$ cat config.mk
export PLATFORM = sky130hd
export DESIGN_NAME = serial_adder
export DESIGN_NICKNAME = d
export VERILOG_FILES = /design/src/rtl/serial_adder_pkg.sv /design/src/rtl/serial_adder_fulladd.sv /design/src/rtl/serial_adder.sv
export SDC_FILE = /design/constraint.sdc
export NUM_CORES = 1
export LEC_CHECK = 0
export ABC_AREA = 1
export BUFFER_PORTS_ARGS = -buffer_cell sky130_fd_sc_hd__buf_2
export CORE_MARGIN = 4
export CORE_UTILIZATION = 30
export DETAILED_ROUTE_END_ITERATION = 7
export PLACE_DENSITY = 0.5
export SLEW_MARGIN = 20
export SYNTH_ARGS = -nofsm -noshare
export SYNTH_HDL_FRONTEND = slang
export SYNTH_HIERARCHICAL = 1
export SYNTH_SLANG_ARGS = --single-unit
$ cat constraint.sdc
create_clock -name clk -period 2.7 [get_ports clk]
set_input_delay 0.54 -clock clk [delete_from_list [all_inputs] [get_ports clk]]
set_output_delay 0.54 -clock clk [all_outputs]
set_load 0.02 [all_outputs]
$ cat src/rtl/serial_adder_pkg.sv
// -----------------------------------------------------------------------------
// serial_adder_pkg
//   Shared definitions for the bit-serial arithmetic units (this adder and the
//   ripple-borrow subtractor).
//   - state_t       : control FSM encoding (IDLE / SHIFT / DONE)
//   - DEFAULT_WIDTH : default operand width shared by both units
//   - cnt_width()   : bit counter width needed to count 0 .. width
// -----------------------------------------------------------------------------
package serial_adder_pkg;

  typedef enum logic [1:0] {
    ST_IDLE  = 2'd0,
    ST_SHIFT = 2'd1,
    ST_DONE  = 2'd2
  } state_t;

  localparam int DEFAULT_WIDTH = 6;

  // Counter width for a counter that must be able to hold the value 'width'.
  function automatic int cnt_width(input int width);
    return $clog2(width + 1);
  endfunction

endpackage : serial_adder_pkg

$ cat src/rtl/serial_adder_fulladd.sv
// -----------------------------------------------------------------------------
// fullAdd
//   One-bit full adder built from two half-adder stages and an OR gate,
//   mirroring the half/full difference cells of the subtractor.
//   Ports:
//     a, b   : operand bits
//     cin    : carry in
//     sum    : a ^ b ^ cin
//     carry  : carry out
// -----------------------------------------------------------------------------
module fullAdd (
  input  logic a,
  input  logic b,
  input  logic cin,
  output logic sum,
  output logic carry
);

  logic ha1_sum_s;
  logic ha1_carry_s;
  logic ha2_carry_s;

  // First half adder: a + b
  assign ha1_sum_s   = a ^ b;
  assign ha1_carry_s = a & b;

  // Second half adder: partial sum + cin
  assign sum         = ha1_sum_s ^ cin;
  assign ha2_carry_s = ha1_sum_s & cin;

  // At most one half-adder stage can generate a carry, so OR merges them.
  assign carry       = ha1_carry_s | ha2_carry_s;

endmodule : fullAdd

$ cat src/rtl/serial_adder.sv
// -----------------------------------------------------------------------------
// serial_adder
//   Bit-serial unsigned adder: one full-adder cell and a carry flip-flop,
//   processing one operand bit per clock, LSB first.
//   Ports:
//     clk    : clock, rising edge
//     reset  : asynchronous, active-high reset
//     start  : request, sampled only in IDLE
//     x, y   : WIDTH-bit operands, captured on the accepted start edge
//     busy   : high while in SHIFT or DONE
//     done   : one-cycle pulse, sum valid
//     sum    : {carry_out, sum_bits}, held until the next completion
//   Timing: start accepted at edge k -> bits processed on edges k+1..k+WIDTH,
//   done/sum updated after edge k+WIDTH, back in IDLE after edge k+WIDTH+1.
// -----------------------------------------------------------------------------
module serial_adder
  import serial_adder_pkg::*;
#(
  parameter int WIDTH = DEFAULT_WIDTH
) (
  input  logic             clk,
  input  logic             reset,
  input  logic             start,
  input  logic [WIDTH-1:0] x,
  input  logic [WIDTH-1:0] y,
  output logic             busy,
  output logic             done,
  output logic [WIDTH:0]   sum
);

  localparam int CW = cnt_width(WIDTH);

  state_t           state_r;
  logic [WIDTH-1:0] xs_r;
  logic [WIDTH-1:0] ys_r;
  // Holds the WIDTH-1 low result bits already produced; the final bit comes
  // straight from the adder on the last edge.
  logic [WIDTH-2:0] acc_r;
  logic             c_r;
  logic [CW-1:0]    cnt_r;
  logic             busy_r;
  logic             done_r;
  logic [WIDTH:0]   sum_r;

  logic             fa_sum_s;
  logic             fa_carry_s;
  logic [WIDTH-1:0] acc_next_s;
  logic             last_bit_s;

  fullAdd u_full_add (
    .a     (xs_r[0]),
    .b     (ys_r[0]),
    .cin   (c_r),
    .sum   (fa_sum_s),
    .carry (fa_carry_s)
  );

  // New sum bit enters at the MSB; after WIDTH shifts bit 0 sits at the LSB.
  assign acc_next_s = {fa_sum_s, acc_r};
  assign last_bit_s = (cnt_r == CW'(WIDTH - 1));

  assign busy = busy_r;
  assign done = done_r;
  assign sum  = sum_r;

  // Control FSM plus datapath registers and registered outputs.
  always_ff @(posedge clk or posedge reset) begin
    if (reset) begin
      state_r <= ST_IDLE;
      xs_r    <= {WIDTH{1'b0}};
      ys_r    <= {WIDTH{1'b0}};
      acc_r   <= {(WIDTH-1){1'b0}};
      c_r     <= 1'b0;
      cnt_r   <= {CW{1'b0}};
      busy_r  <= 1'b0;
      done_r  <= 1'b0;
      sum_r   <= {(WIDTH+1){1'b0}};
    end else begin
      case (state_r)
        ST_IDLE: begin
          done_r <= 1'b0;
          if (start) begin
            xs_r    <= x;
            ys_r    <= y;
            acc_r   <= {(WIDTH-1){1'b0}};
            c_r     <= 1'b0;
            cnt_r   <= {CW{1'b0}};
            busy_r  <= 1'b1;
            state_r <= ST_SHIFT;
          end else begin
            busy_r  <= 1'b0;
            state_r <= ST_IDLE;
          end
        end

        ST_SHIFT: begin
          xs_r  <= {1'b0, xs_r[WIDTH-1:1]};
          ys_r  <= {1'b0, ys_r[WIDTH-1:1]};
          acc_r <= acc_next_s[WIDTH-1:1];
          c_r   <= fa_carry_s;
          cnt_r <= cnt_r + CW'(1);
          if (last_bit_s) begin
            sum_r   <= {fa_carry_s, acc_next_s};
            done_r  <= 1'b1;
            state_r <= ST_DONE;
          end else begin
            state_r <= ST_SHIFT;
          end
        end

        ST_DONE: begin
          done_r  <= 1'b0;
          busy_r  <= 1'b0;
          state_r <= ST_IDLE;
        end

        default: begin
          done_r  <= 1'b0;
          busy_r  <= 1'b0;
          state_r <= ST_IDLE;
        end
      endcase
    end
  end

endmodule : serial_adder

==> key figures <==
Status
  • Status: complete, no violations

Worst setup path
  • CP cell instances: nand2_2 > nand2_1 > inv_2 > nand2_1 > nand2_1
  • Family with the most delay on the worst path: simple AND/OR/NAND/NOR gates
  • Buf+Inv Stages, Crit Path: 1
  • Setup CP Type: reg -> reg
  • Crit-path max FO: 21
  • Slowest cell delay on critical path: slightly below 0.6 ns
  • CP startpoint kind: flip-flop
  • CP arrival: between 2 and 2.5 ns
  • Critical path's slowest cell: dfrtp_1
  • Crit. End Element: flip-flop
  • Required time of the critical path: 2.87 ns
  • Most used cell, CP: nand2_1

Layout
  • Inserted Diodes: 0
  • Post-Layout Cell Count: 273
  • Area grow syn2layout: 18.61%
  • Share of layout cells above drive strength 1: a little under a quarter
  • Final #Nets: about 220
  • Fill cell count: a little over 500

STA
  • Tightest Pin Transition: approximately 0.7 ns
  • Unrepaired setup endpoints after global routing: false
  • Setup ws final: between 0.7 and 0.8 ns
  • Final setup vio count: 0
  • Final hold viol count: 0
  • Tmin final: 1.955 ns
  • Setup TNS: 0 ns
  • Slew Limit Fails: 0
  • Final period util: between 70% and 80%
  • Max_slew headroom: between 50% and 60%
  • Maximum clock frequency: between 0.5 and 0.6 GHz
  • Final Skew: about 0.0050 ns

Drt
  • Antenna violation net count after detailed routing: 0
  • WL per Instance: ~10 µm
  • 1st-iter DRT viols: 62
  • Total Wirelength: between 2 and 3 mm
  • Via/cell ratio: roughly 4
  • Vias: 1114
  • TritonRoute pass-1 iters: 4
  • Residual DRC count: 0

Clocking
  • Setup Buffers After CTS: 0
  • Max Buffers Root-to-Sink: 2
  • Hold_buf cts: 0
  • CTS H-tree depth: 2
  • CTS tree: done
  • Num CTS Buffers: 5
  • Post-cts resize count: 0
  • Sink Count: 32
  • Root Buffer: clkbuf_8
  • Clock latency on the worst-skew pair: approximately 0.28 ns
  • Clk slew on worst S/H paths: about 0.07 ns

Logic synthesis
  • Sequential area share after synthesis: approximately 53%
  • Synth Instances: 180
  • Synth cell types: 19
  • Synthesis Warnings: 6
  • Post-synth top cells: 55 x nand2_1, 32 x dfrtp_1, 31 x inv_1
  • Synth async-reset ratio: 100.0%
  • Most common cell in the synthesized netlist: nand2_1
  • Cell Area, Synth: approximately 1500 µm²
  • Cell taking the most area after synthesis: dfrtp_1
  • Ys flop type: dfrtp_1
  • Synthesized flop and latch total: 32
  • Area contributors post-synth: dfrtp_1 53%, nand2_1 14%, inv_1 7.8%
  • Post-synth top area share: between 50 and 60%
  • Net Count, Synth: around 200
  • Mean post-synth cell area: approximately 8.3 µm²
  • Number of flops mapped to enable cells by yosys: 0

Power
  • Peak VDD IR: approximately 350 µV
  • Pwr Total: 2.068 mW
  • LEAKAGE: 0.9907 nW
  • Pwr/cell area: between 1000 and 1500 nW/µm²

Placed design
  • PortBufs: 23
  • Dpl cells: around 270
  • Place WS: 0.6979 ns
  • Hpwl dp: roughly 2 mm
  • Final RePlAce weighted congestion: between 0.7 and 0.8

Global routing
  • Largest net degree at the start of global routing: 22
  • First-pass GRT wire length: 5.037 mm
  • Grt ovf: 0
  • Number of global-route vias before repair: between 1000 and 1500
  • Initial antenna violation count: 0
  • GR Util All Layers: approximately a tenth

Floorplanning
  • Die Area: slightly above 6000 µm²
  • Die Width: about 79 µm
  • Die Y: ~79 µm
  • Initial core utilization: 31.32%
  • # IOs: 24
  • Core Rows: 25
  • Core area: ~4800 µm²

Hold path
  • Hold Crit Class: in -> async

Flow run
  • Max-cap viol count: 0
==> placed cells by master (no fill, tap or decap) <==
cell / synthesis / routed
o21ai_2: 5 / 5
clkinv_2: 0 / 1
nor2_1: 4 / 4
ha_1: 2 / 2
clkbuf_8: 0 / 5
buf_2: 4 / 23
nor2_4: 1 / 1
inv_2: 4 / 4
buf_4: 1 / 2
clkbuf_1: 1 / 1
nand2_2: 4 / 4
dfrtp_1: 32 / 32
bufinv_16: 0 / 1
o21ai_1: 10 / 10
inv_1: 31 / 31
fa_1: 1 / 1
nand2_4: 1 / 1
or2_1: 1 / 1
nand2_1: 55 / 55
a21oi_1: 1 / 1
nand3_1: 21 / 21
==> area by class of cell <==
class,count,area [µm²],area share (%)
timing repair buffer,25,130.1,7.319
sequential,32,800.8,45.04
inverter,35,131.4,7.389
tap,67,83.83,4.715
clock buffer,6,72.57,4.082
clock inverter,2,35.03,1.970
multi-input combinational,106,524.3,29.49
==> metrics by stage <==
| stage | util, % | hold slack [ns] | instance area (µm²) |
|---|---|---|---|
| CTS | 37.15 | 0.1658 | 1778 |
| global route | 37.15 | 0.1871 | 1778 |
| floorplan | - | 0.4484 | 1499 |
| detailed placement | 34.90 | 0.4653 | 1670 |
| global placement | 34.90 | 0.4593 | 1670 |
| finish | 37.15 | 0.1651 | 1778 |
==> worst paths after layout <==
check | start | to | slack, ns | cells after the start
min in group clk | y[5] | ys_r[5]$_DFFE_PP0P_ | 0.48 | 3
worst max-delay path | state_r[0]$_DFF_PP0_ | xs_r[0]$_DFFE_PP0P_ | 0.75 | 5
max in group asynchronous | reset | state_r[0]$_DFF_PP0_ | 2.06 | 3
worst min register to register | xs_r[1]$_DFFE_PP0P_ | xs_r[1]$_DFFE_PP0P_ | 0.48 | 2
worst max register to register | state_r[0]$_DFF_PP0_ | xs_r[0]$_DFFE_PP0P_ | 0.75 | 5
worst min-delay path | reset | sum[6]$_DFFE_PP0P_ | 0.17 | 2
==> logic make-up (layout without fill, tap and decap cells) <==
group / count (synthesis) / in the layout / synth area share [%]
AO/OA/AOI/OAI: 16 / 16 / 6.594
adder cells (fa/ha/maj): 3 / 3 / 3.005
buffers and inverters: 42 / 68 / 11.60
AND/OR/NAND/NOR: 87 / 87 / 25.38
flip-flops: 32 / 32 / 53.42
==> layer usage <==
| layer | vias up | part of all wire, % | GRT usage [%] |
|---|---|---|---|
| met2 | 25 | 42 | 15.28 |
| met3 | 8 | 5.2 | 3.326 |
| met1 | 488 | 51 | 14.27 |
| met5 | - | 0 | 0 |
| li1 | 593 | - | - |
| met4 | 0 | 2.2 | 5.245 |
==> power by group <==
| group | internal (mW) | total, mW | switching (mW) |
|---|---|---|---|
| logic | 0.289 | 0.792 | 0.504 |
| clock network | 0.274 | 0.452 | 0.178 |
| registers | 0.688 | 0.824 | 0.136 |
==> state kept, by name, indices dropped and copies added (netlist names) <==
name / count
xs_r: 6
ys_r: 6
sum: 7
done: 1
state_r: 2
acc_r: 5
busy: 1
c_r: 1
cnt_r: 3
Note: power is estimated with default switching activity, not from simulation.
